$ cat config.mk
export PLATFORM = sky130hd
export DESIGN_NAME = hdmi_tx_video_gen
export DESIGN_NICKNAME = d
export VERILOG_FILES = /design/src/rtl/hdmi_pkg.sv /design/src/rtl/hdmi_timing_gen.sv /design/src/rtl/hdmi_tx_video_gen.sv
export SDC_FILE = /design/constraint.sdc
export NUM_CORES = 1
export LEC_CHECK = 0
export CAP_MARGIN = 20
export CORE_UTILIZATION = 53
export CTS_CLUSTER_DIAMETER = 120
export DETAILED_ROUTE_END_ITERATION = 7
export PLACE_DENSITY = 0.84
export SYNTH_ARGS = -nofsm -noshare
export SYNTH_HDL_FRONTEND = slang
export SYNTH_SLANG_ARGS = --single-unit
export TNS_END_PERCENT = 50
$ cat constraint.sdc
create_clock -name clk -period 4.38 [get_ports clk]
set_input_delay 0.876 -clock clk [delete_from_list [all_inputs] [get_ports clk]]
set_output_delay 0.876 -clock clk [all_outputs]
set_load 0.02 [all_outputs]
$ cat src/rtl/hdmi_pkg.sv
// Shared HDMI video definitions: 720p timing defaults, the 24-bit pixel type and the
// transmit FSM state encoding.
package hdmi_pkg;

  localparam int unsigned H_ACTIVE_720P = 1280;
  localparam int unsigned H_FP_720P     = 110;
  localparam int unsigned H_SYNC_720P   = 40;
  localparam int unsigned H_BP_720P     = 220;
  localparam int unsigned V_ACTIVE_720P = 720;
  localparam int unsigned V_FP_720P     = 5;
  localparam int unsigned V_SYNC_720P   = 5;
  localparam int unsigned V_BP_720P     = 20;

  typedef struct packed {
    logic [7:0] r;
    logic [7:0] g;
    logic [7:0] b;
  } pixel_t;

  typedef enum logic [1:0] {
    StIdle,
    StArmed,
    StStream
  } tx_state_e;

endpackage

$ cat src/rtl/hdmi_timing_gen.sv
// Free-running raster counters with sync, active-area and top-left window flags, all
// combinational from the current counter state.
module hdmi_timing_gen #(
  parameter int unsigned H_ACTIVE = 1280,
  parameter int unsigned H_FP     = 110,
  parameter int unsigned H_SYNC   = 40,
  parameter int unsigned H_BP     = 220,
  parameter int unsigned V_ACTIVE = 720,
  parameter int unsigned V_FP     = 5,
  parameter int unsigned V_SYNC   = 5,
  parameter int unsigned V_BP     = 20,
  parameter logic        SYNC_POL = 1'b1,
  parameter int unsigned WIN_W    = 64,
  parameter int unsigned WIN_H    = 64
) (
  input  logic i_clk,
  input  logic i_rst,
  output logic o_active,
  output logic o_window,
  output logic o_hsync,
  output logic o_vsync,
  output logic o_frame_first,
  output logic o_frame_last
);

  localparam int unsigned H_TOTAL = H_ACTIVE + H_FP + H_SYNC + H_BP;
  localparam int unsigned V_TOTAL = V_ACTIVE + V_FP + V_SYNC + V_BP;
  localparam int unsigned HW      = $clog2(H_TOTAL);
  localparam int unsigned VW      = $clog2(V_TOTAL);
  localparam logic [HW-1:0] H_LAST = HW'(H_TOTAL - 1);
  localparam logic [VW-1:0] V_LAST = VW'(V_TOTAL - 1);

  logic [HW-1:0] r_h_cnt;
  logic [VW-1:0] r_v_cnt;
  int unsigned   w_h;
  int unsigned   w_v;
  logic          w_h_last;

  // Widen to 32 bits so every window/sync bound compares without truncation.
  assign w_h      = 32'(r_h_cnt);
  assign w_v      = 32'(r_v_cnt);
  assign w_h_last = (r_h_cnt == H_LAST);

  always_ff @(posedge i_clk or posedge i_rst) begin
    if (i_rst) begin
      r_h_cnt <= '0;
      r_v_cnt <= '0;
    end else if (w_h_last) begin
      r_h_cnt <= '0;
      r_v_cnt <= (r_v_cnt == V_LAST) ? '0 : r_v_cnt + VW'(1);
    end else begin
      r_h_cnt <= r_h_cnt + HW'(1);
    end
  end

  always_comb begin
    o_active      = (w_h < H_ACTIVE) && (w_v < V_ACTIVE);
    o_window      = o_active && (w_h < WIN_W) && (w_v < WIN_H);
    o_hsync       = ((w_h >= H_ACTIVE + H_FP) && (w_h < H_ACTIVE + H_FP + H_SYNC)) ?
                    SYNC_POL : ~SYNC_POL;
    o_vsync       = ((w_v >= V_ACTIVE + V_FP) && (w_v < V_ACTIVE + V_FP + V_SYNC)) ?
                    SYNC_POL : ~SYNC_POL;
    o_frame_first = (r_h_cnt == '0) && (r_v_cnt == '0);
    o_frame_last  = w_h_last && (r_v_cnt == V_LAST);
  end

endmodule

$ cat src/rtl/hdmi_tx_video_gen.sv
// HDMI transmit video source: raster timing plus a FIFO-fed window at the top-left of the
// active area, background elsewhere, with a fixed two-cycle output pipeline.
module hdmi_tx_video_gen
  import hdmi_pkg::*;
#(
  parameter int unsigned H_ACTIVE = H_ACTIVE_720P,
  parameter int unsigned H_FP     = H_FP_720P,
  parameter int unsigned H_SYNC   = H_SYNC_720P,
  parameter int unsigned H_BP     = H_BP_720P,
  parameter int unsigned V_ACTIVE = V_ACTIVE_720P,
  parameter int unsigned V_FP     = V_FP_720P,
  parameter int unsigned V_SYNC   = V_SYNC_720P,
  parameter int unsigned V_BP     = V_BP_720P,
  parameter logic        SYNC_POL = 1'b1,
  parameter int unsigned WIN_W    = 64,
  parameter int unsigned WIN_H    = 64,
  parameter logic [23:0] BG_COLOR = 24'h000000
) (
  input  logic        clk,
  input  logic        rst,
  input  logic        start_read,
  input  logic [23:0] fifo_data_out,
  input  logic        fifo_empty,
  output logic        fifo_read_enable,
  output logic        hsync,
  output logic        vsync,
  output logic        de,
  output logic [7:0]  red,
  output logic [7:0]  green,
  output logic [7:0]  blue,
  output logic        frame_start,
  output logic        underflow
);

  logic      w_active;
  logic      w_window;
  logic      w_hsync;
  logic      w_vsync;
  logic      w_first;
  logic      w_last;
  logic      w_win_stream;
  tx_state_e r_state;
  tx_state_e w_state_d;

  logic      r_s1_de;
  logic      r_s1_hsync;
  logic      r_s1_vsync;
  logic      r_s1_win_stream;
  logic      r_s1_rd;
  logic      r_s1_first;

  pixel_t    r_pix;
  pixel_t    w_pix_d;
  logic      w_uf_hit;

  hdmi_timing_gen #(
    .H_ACTIVE (H_ACTIVE),
    .H_FP     (H_FP),
    .H_SYNC   (H_SYNC),
    .H_BP     (H_BP),
    .V_ACTIVE (V_ACTIVE),
    .V_FP     (V_FP),
    .V_SYNC   (V_SYNC),
    .V_BP     (V_BP),
    .SYNC_POL (SYNC_POL),
    .WIN_W    (WIN_W),
    .WIN_H    (WIN_H)
  ) u_timing (
    .i_clk         (clk),
    .i_rst         (rst),
    .o_active      (w_active),
    .o_window      (w_window),
    .o_hsync       (w_hsync),
    .o_vsync       (w_vsync),
    .o_frame_first (w_first),
    .o_frame_last  (w_last)
  );

  assign w_win_stream     = (r_state == StStream) && w_window;
  assign fifo_read_enable = w_win_stream && !fifo_empty;

  // Mode changes only take effect on the last counter cycle of a frame.
  always_comb begin
    w_state_d = r_state;
    unique case (r_state)
      StIdle:   if (start_read) w_state_d = StArmed;
      StArmed: begin
        if (!start_read)  w_state_d = StIdle;
        else if (w_last)  w_state_d = StStream;
      end
      StStream: if (w_last && !start_read) w_state_d = StIdle;
      default:  w_state_d = StIdle;
    endcase
  end

  always_ff @(posedge clk or posedge rst) begin
    if (rst) begin
      r_state         <= StIdle;
      r_s1_de         <= 1'b0;
      r_s1_hsync      <= ~SYNC_POL;
      r_s1_vsync      <= ~SYNC_POL;
      r_s1_win_stream <= 1'b0;
      r_s1_rd         <= 1'b0;
      r_s1_first      <= 1'b0;
    end else begin
      r_state         <= w_state_d;
      r_s1_de         <= w_active;
      r_s1_hsync      <= w_hsync;
      r_s1_vsync      <= w_vsync;
      r_s1_win_stream <= w_win_stream;
      r_s1_rd         <= fifo_read_enable;
      r_s1_first      <= w_first;
    end
  end

  // A window slot with no read means the FIFO was empty; the slot is never refilled later.
  always_comb begin
    w_pix_d  = '0;
    w_uf_hit = 1'b0;
    if (r_s1_rd) begin
      w_pix_d = pixel_t'(fifo_data_out);
    end else if (r_s1_win_stream) begin
      w_pix_d  = pixel_t'(BG_COLOR);
      w_uf_hit = 1'b1;
    end else if (r_s1_de) begin
      w_pix_d = pixel_t'(BG_COLOR);
    end
  end

  always_ff @(posedge clk or posedge rst) begin
    if (rst) begin
      hsync       <= ~SYNC_POL;
      vsync       <= ~SYNC_POL;
      de          <= 1'b0;
      r_pix       <= '0;
      frame_start <= 1'b0;
      underflow   <= 1'b0;
    end else begin
      hsync       <= r_s1_hsync;
      vsync       <= r_s1_vsync;
      de          <= r_s1_de;
      r_pix       <= w_pix_d;
      frame_start <= r_s1_first;
      underflow   <= underflow | w_uf_hit;
    end
  end

  assign red   = r_pix.r;
  assign green = r_pix.g;
  assign blue  = r_pix.b;

endmodule

==> results of run 1 <==
[through the flow]
step           util [%]  instances
6_report           73.1        331
5_1_grt            73.1        331
3_3_place_gp       68.9        316
2_1_floorplan         -        217
4_1_cts            73.1        331
3_5_place_dp       68.9        316
[layout by cell type (no fill, tap or decap), types with 6 or more instances in the layout]
cell type,instances
dfrtp_1,58
clkdlybuf4s50_1,57
and2_1,26
nand2_1,12
nand3_1,12
clkbuf_8,10
nor2_1,9
inv_1,8
o21ai_0,8
ha_1,7
nor3_1,6
[sequential cells by signal, summed over array words and instances, names as in the netlist, 2 cells and up]
signal and count:
red 8, u_timing.r_h_cnt 11, blue 8, u_timing.r_v_cnt 10
green 8, r_state 2
[kinds of logic after synthesis]
logic type	after synthesis	synth area share (%)
AND/OR/NAND/NOR	96	23.2
adder cells (fa/ha/maj)	7	3.56
AO/OA/AOI/OAI	25	6.31
flip-flops	58	59.0
XOR/XNOR	7	2.49
buffers and inverters	20	3.77
multiplexers	4	1.68
[metal layers]
| metal | wire length, um | vias to the layer above |
|---|---|---|
| met4 | 134 | 0 |
| met5 | 0 | - |
| met2 | 2020 | 77 |
| li1 | - | 860 |
| met3 | 337 | 11 |
| met1 | 2310 | 853 |
[final timing paths]
kind	from	endpoint	slack [ns]	cells after the start
worst max-delay path	u_timing.r_h_cnt[10]	fifo_read_enable	1.15	5
worst min-delay path	r_s1_first	frame_start	0.35	0
worst max register to register	u_timing.r_h_cnt[3]	u_timing.r_v_cnt[5]	2.22	4
worst min register to register	r_s1_first	frame_start	0.35	0
max in group asynchronous	rst	green[4]	2.60	3
min in group asynchronous	rst	red[1]	1.04	2
[area by class of cell]
class | instances | area share [%]
tap | 52 | 2.02
clock buffer | 12 | 4.50
inverter | 9 | 1.05
clock inverter | 3 | 1.24
timing repair buffer | 58 | 17.9
sequential | 58 | 45.0
multi-input combinational | 139 | 28.3
[report_power, final]
part	internal, uW	switching (uW)
clock	273	193
combinational	24.5	16.0
sequential	538	1.12
==> metrics.txt, run 1 <==
result of the run=finished clean; hold_buf cts=0; Slew headroom=40.5%; ranking of synthesized cells by area=dfrtp_1, and2_1, ha_1; CP Capture Type=primary output; Yosys top cell by area=dfrtp_1; data required time of the critical path=between 3 and 4 ns; Max-cap violations=0; Max Clock Freq=around 310 MHz; maximum root-to-sink buffer count=2; root buf cell=clkbuf_8; met2 Track Usage GR=30.0%; CTS tree=done; pin count of the biggest net entering global routing=44; leakage=~0.0014 uW; Yosys cell types=41; io pins=just under 60; drt pass-1 iters=4; maximum vdd drop=0.000203 V; Cells after Synth=217; grt met1 use=31.9%; Setup TNS=0 ns; Antenna Cells=0; synthesized area=around 2500 um2; Vias=1801; initial antenna violation count=0; Post-DRT Antenna Nets=0; GRT Total Usage=22.3%; Power, Total=~1000 uW; initial DRC count=187; Post-synth top cells=dfrtp_1, and2_1, nand2_1, nand3_1; Worst-Skew Late Latency=0.33 ns; first-pass GRT wire length=8220 um; GRT Residual Overflow=0; setup violators final=0; Slew Viols, Final=0; post-DP HPWL=3220 um; CP arrival=2.35 ns; Syn Area/Cell=between 10 and 15 um2; clock buffer count from CTS=9; pre-CTS setup slack=1.46 ns; post-CTS setup buffer count=0; via count of the first global-routing pass=1661; register bit total from synthesis=58; Top delay family on crit path=simple AND/OR/NAND/NOR gates; Final WS setup=between 1 and 1.5 ns; hold crit path type=flop to flop; PwrDens=324 nW/um2; routability congestion estimate=0.859; RSZ-0062 raised after global routing=false; area grow syn2layout=31.3%; fraction of layout cells with a size suffix above 1=between 6 and 7%; Synth Warn #=0; Worst Hold Slack=between 0.3 and 0.4 ns; Die W=70.1 um; Post-synth EDFFs=0; Async SR Flop Fraction=100%; Placement Rows=24; nets@finish=310; CP startpoint kind=flop; CP max-delay cell=clkdlybuf4s50_1; placed instance area=3040 um2; number of buffers added on ports=57; worst-margin pin slew=0.886 ns; drt total wl=4800 um; crit path time final=3.23 ns; Largest stage delay, worst path=roughly 0.62 ns; final hold violation count=0; die area=roughly 4900 um2; WL per Instance=14.5 um; Die Y=70.1 um; most frequent cell after synthesis=dfrtp_1; GR peak layer=met1; via density per instance=5.44; Buf/Inv on CP=1; flip-flop and latch area=1450 um2; fillers=300; Final period util=73.7%; core box area=~4400 um2; Post-synth top flop=dfrtp_1; crit path max fanout=6; clk slew on worst S/H paths=0.06 ns; skew final=0.00393 ns; Net Count, Synth=approximately 250; M3 GR Usage=under 10%; sequential share of the synthesized area=59.0%; clk sinks=slightly below 60; initial core utilization=roughly 56%; CP Cell Sequence=nor4_1, nand3_1, nor3b_1, nor2b_1, clkdlybuf4s50_1; area of the multi-input gates=915 um2; CTS H-Tree Depth=3; critical path class=flop to primary output; fin area=3230 um2; # resized after CTS=0; Yosys top cell area share=59.0%; DRC errors left=0
(Power assumes the default switching activity.)
==> run 2, diff against run 1 <==
- CORE_UTILIZATION: 53 -> 44
- PLACE_DENSITY: 0.84 -> 0.75
- clock period: 4.38 -> 2.8 ns (I/O delays scaled with it)
==> run 2 against run 1 <==
Effect of this change:
- first-iteration DRC count fell by 51%
- non-clock buffer count rose by 1
- combinational power rose by 63%
- clock power rose by 79%
- sequential power rose by 56%
- clock-buffer cell count rose by 2
- total power rose by 67%
- die area rose by 20%
- routed wire length rose by 1.6%
- core utilization fell by 10 points
- global-route usage fell by 3.1 points
- design area rose by 2.3%
- largest power group unchanged
==> metrics.txt, run 2 (synthesis results as in run 1) <==
leakage=between 0.001 and 0.0015 uW; via count of the first global-routing pass=1776; commonest non-fill, non-tap cell in the layout=dfrtp_1; data required time of the critical path=2.24 ns; Max Clock Freq=385 MHz; crit path time final=roughly 2.6 ns; hold crit path type=flop to flop; R2R Path End=u_timing.r_v_cnt[7]; initial antenna violation count=0; worst r2r path cells=6; CP Capture Type=primary output; skew final=a little under 0.005 ns; fraction of layout cells with a size suffix above 1=7.12%; Largest stage delay, worst path=0.46 ns; Post-DRT Antenna Nets=0; clock buffer count from CTS=9; hold_buf cts=0; pin count of the biggest net entering global routing=46; maximum root-to-sink buffer count=2; Top delay family on crit path=simple AND/OR/NAND/NOR gates; max reg flops=11; maximum vdd drop=0.000325 V; root buf cell=clkbuf_8; setup violators final=0; PwrDens=528 nW/um2; worst hold start=r_s1_vsync; critical path class=flop to primary output; cell depth of the worst hold path=0; Reg2Reg Setup Slack=0.75 ns; pre-CTS setup slack=between 0.1 and 0.15 ns; clk slew on worst S/H paths=0.06 ns; Placement Rows=26; final hold violation count=0; die area=slightly below 6000 um2; first-pass GRT wire length=between 8000 and 9000 um; CP startpoint kind=flop; result of the run=finished clean; GRT Total Usage=19.2%; initial core utilization=46.9%; Worst-Skew Late Latency=0.33 ns; post-CTS setup buffer count=0; Max-cap violations=0; WL per Instance=13.9 um; clk sinks=58; # resized after CTS=2; Final period util=92.8%; worst-margin pin slew=0.794 ns; Antenna Cells=0; DRC errors left=0; Vias=1812; nets@finish=311; fillers=420; routability congestion estimate=0.875; post-DP HPWL=approximately 3300 um; CTS H-Tree Depth=3; hold-critical path endpoint=vsync; CP max-delay cell=dfrtp_1; largest register by flop count=u_timing.r_h_cnt; Buf/Inv on CP=1; commonest non-fill, non-tap cells in the layout=dfrtp_1, clkdlybuf4s50_1, and2_1, nand2_1, nand3_1; number of buffers added on ports=57; biggest regs=u_timing.r_h_cnt (11), u_timing.r_v_cnt (10); CP arrival=2.04 ns; drt pass-1 iters=4; CP Cell Sequence=nor4_1, nand3_1, nor3b_2, nor2b_1, dlygate4sd2_1; via density per instance=between 5 and 6; Slew headroom=46.6%; Setup TNS=0 ns; post-layout util=between 60% and 70%; area grow syn2layout=34.3%; initial DRC count=92; RR Startpoint=u_timing.r_h_cnt[1]; Die Y=76.8 um; GRT Residual Overflow=0; core box area=5240 um2; crit path max fanout=8; Die W=76.8 um; Final WS setup=0.202 ns; Slew Viols, Final=0; RSZ-0062 raised after global routing=false; drt total wl=4880 um; CTS tree=done; io pins=58
==> run 2: cell types whose count changed in the layout (fill, tap and decap cells not counted), sizes merged <==
cell,delta
clkinv,-2
clkdlybuf4s50,-1
clkbuf,+2
buf,+1
bufinv,+1
dlygate4sd2,+1
==> run 2: metal layers <==
metal  part of all wire, %  GRT usage [%]  wire, um  vias up
met1                    48           26.0      2360      867
met4                   1.5           10.4        73        0
met5                     0              0         0        -
li1                      -              -         -      861
met3                   5.7           4.29       278        7
met2                    44           28.7      2160       77
==> run 2: how the worst max path moves through the flow <==
stage | startpoint | to | slack, ns | cells past startpoint
2_1_floorplan | rst | blue[0] | 0.81 | 1
3_3_place_gp | u_timing.r_h_cnt[10] | fifo_read_enable | 0.28 | 5
3_5_place_dp | u_timing.r_h_cnt[7] | fifo_read_enable | 0.14 | 5
4_1_cts | u_timing.r_h_cnt[7] | fifo_read_enable | 0.16 | 5
5_1_grt | u_timing.r_h_cnt[7] | fifo_read_enable | 0.12 | 5
6_report | u_timing.r_h_cnt[7] | fifo_read_enable | 0.20 | 5
==> run 2: where the power goes <==
part,total [uW],switching (uW),internal [uW]
clock network,834,307,527
logic,66.2,26.0,40.2
registers,843,1.76,841
total,1740,335,1410
==> run 2: stage by stage <==
step	cell area (um2)	hold WS, ns	total power, uW	cells
after floorplan	2460	0.331	875	217
after global routing	3300	0.355	1810	351
after CTS	3300	0.351	1770	351
final	3300	0.350	1740	351
after global placement	3090	0.334	924	335
after detailed placement	3090	0.336	925	335
==> run 2: final cells by class <==
class	count	area, um2	share of cell area [%]
clock buffers	14	153	4.62
multi-input cells	139	920	27.9
well taps	70	87.6	2.65
repair buffers	59	597	18.1
flip-flops and latches	58	1450	44.0
clock inverters	2	60.1	1.82
inverters	9	33.8	1.02
==> patch (flow settings as in run 2) <==
`V_ACTIVE_720P`: 720 -> 2880.
--- a/src/rtl/hdmi_pkg.sv
+++ b/src/rtl/hdmi_pkg.sv
@@ -6,7 +6,7 @@
   localparam int unsigned H_FP_720P     = 110;
   localparam int unsigned H_SYNC_720P   = 40;
   localparam int unsigned H_BP_720P     = 220;
-  localparam int unsigned V_ACTIVE_720P = 720;
+  localparam int unsigned V_ACTIVE_720P = 2880;
   localparam int unsigned V_FP_720P     = 5;
   localparam int unsigned V_SYNC_720P   = 5;
   localparam int unsigned V_BP_720P     = 20;
Behaviour: no difference found for any inputs over 10 cycles, from zero or initial values and one cycle with rst high; that may be too few to reach the edited logic, so the function may still have changed.
==> patch against run 2 <==
  * Power shrank 3.7%
  * Final area grew 2.8%
  * Non-clock buffer count grew 1
  * Combinational power grew 1%
  * Sequential cell count grew 2
  * Cell count grew 5.1%
  * Setup slack gained 0.016 ns
  * Via count grew 4.1%
  * Wire length grew 5.1%
  * Largest power group unchanged
  * Critical endpoint unchanged
  * Register-to-register slack gained 0.15 ns
  * First-iteration DRC count shrank 16%
  * Synthesized area grew 5.0%
==> patch: results (changes against run 2) <==
status: finished clean
dpl ws: 0.3135 ns (+0.1723 ns)
cts repair resizes: 1 (-1)
WL met1: 2380 microns (+0.80%)
initial drt markers: 77 (-16%)
GP Congestion: 0.8266 (-5.6%)
met2 WL: 2297 microns (+6.2%)
synth top area cells: dfrtp_1 (58%), and2_1 (6.1%), ha_1 (3.4%), and3_1 (2.9%), a21oi_1 (2.3%)
Sw Ratio: 20.49% (+1.3 points)
Clock Skew: 0.008507 ns (+0.003650 ns)
slew margin rel.: 65.69% (+19 points)
Peak VDD IR: 233.7 uV (-28%)
clk_lat worst skew: 0.33 ns (about the same)
worst-path fanout max: 7 (-1)
number of port buffers: 57 (unchanged)
Leak Pwr: 1.559 nW (+5.9%)
drt total wl: 5125 microns (+5.1%)
syn nets: 271 (+7.5%)
Root Driver: clkbuf_8
fillers: 463 (+10%)
biggest regs: u_timing.r_v_cnt (12), u_timing.r_h_cnt (11)
clk slew on worst S/H paths: 0.07 ns
first-pass GRT wire length: 8866 microns (+2.3%)
top post-synthesis cells by count: dfrtp_1 (60), and2_1 (25), inv_1 (15)
CTS max path bufs: 2 (unchanged)
DR pass1 iterations: 5 (+1)
Nets: 328 (+5.5%)
met3 WL: 358 microns (+29%)
Max H-tree Level: 3 (unchanged)
top sig layer: met4
post-synthesis cell type count: 40 (-2.4%)
TritonCTS Buffers: 9 (unchanged)
Detailed Place HPWL: 3589 microns (+9.5%)
GR Util All Layers: 19.00% (-0.24 points)
largest net degree at the start of global routing: 38 (-17%)
register area share after synthesis: 58.17% (-0.87 points)
CP arrival: 2.02 ns (-0.02 ns)
layout cells sized above 1: 7.407% (+0.29 points)
total number of vias: 1,886 (+4.1%)
==> patch: changes by cell type after synthesis, sizes merged, moves of 3 or more <==
cell,change
a21oi,+7
nand4b,-3
o21ai,-3
clkbuf,-3
and3,+9
buf,+6
inv,+6
xor2,+3
o22ai,+3
==> patch: power by group through the flow <==
stage          Combinational, mW  Sequential, mW  Clock (mW)
2_1_floorplan             0.0153           0.890           0
3_3_place_gp              0.0681           0.887           0
3_5_place_dp              0.0688           0.887           0
4_1_cts                   0.0694           0.871       0.762
5_1_grt                   0.0737           0.871       0.806
6_report                  0.0671           0.871       0.740
==> patch: per-layer routing <==
| metal | GRT usage [%] | vias up |
|---|---|---|
| met5 | 0 | - |
| met4 | 8.148 | 0 |
| met3 | 4.651 | 9 |
| met2 | 29.13 | 67 |
| met1 | 25.59 | 898 |
| li1 | - | 912 |
==> patch: cell type report <==
| class | instances | share of cell area, % |
|---|---|---|
| clock buffer | 10 | 4.056 |
| clock inverter | 5 | 1.549 |
| inverter | 15 | 1.659 |
| multi-input combinational | 147 | 28.02 |
| sequential | 60 | 44.25 |
| tap | 72 | 2.655 |
| timing repair buffer | 60 | 17.81 |
==> patch: worst max-delay path, cell delays in order (launching register included) <==
cell and delay [ns]:
dfrtp_1 0.46, nor4_1 0.30, nand3_1 0.16, nor3b_1 0.24
nor2b_1 0.18, dlygate4sd2_1 0.34
==> patch: path summary, 6_finish.rpt <==
| check | from | to | slack [ns] | depth (start not counted) |
|---|---|---|---|---|
| setup / recovery | u_timing.r_h_cnt[7] | fifo_read_enable | 0.22 | 5 |
| setup reg to reg | u_timing.r_h_cnt[1] | r_state[1] | 0.90 | 6 |
| max in group asynchronous | rst | u_timing.r_v_cnt[10] | 1.64 | 3 |
| min in group asynchronous | rst | blue[5] | 0.60 | 2 |
| hold / removal | r_s1_vsync | vsync | 0.35 | 0 |
| hold reg to reg | r_s1_vsync | vsync | 0.35 | 0 |
==> patch: kinds of logic after synthesis <==
| logic type | after synthesis | synth area share [%] |
|---|---|---|
| adder cells (fa/ha/maj) | 7 | 3.393 |
| AND/OR/NAND/NOR | 98 | 22.25 |
| multiplexers | 4 | 1.551 |
| flip-flops | 60 | 58.17 |
| XOR/XNOR | 8 | 2.715 |
| buffers and inverters | 29 | 4.993 |
| AO/OA/AOI/OAI | 30 | 6.932 |
==> patch: stage by stage <==
stage	std cells	cell area (sq um)	total power [mW]	utilization, %
after detailed placement	354	3204	0.9561	57.49
after global routing	369	3393	1.750	60.88
final	369	3393	1.679	60.88
after CTS	369	3393	1.702	60.88
after floorplan	236	2581	0.9048	-
after global placement	354	3204	0.9554	57.49
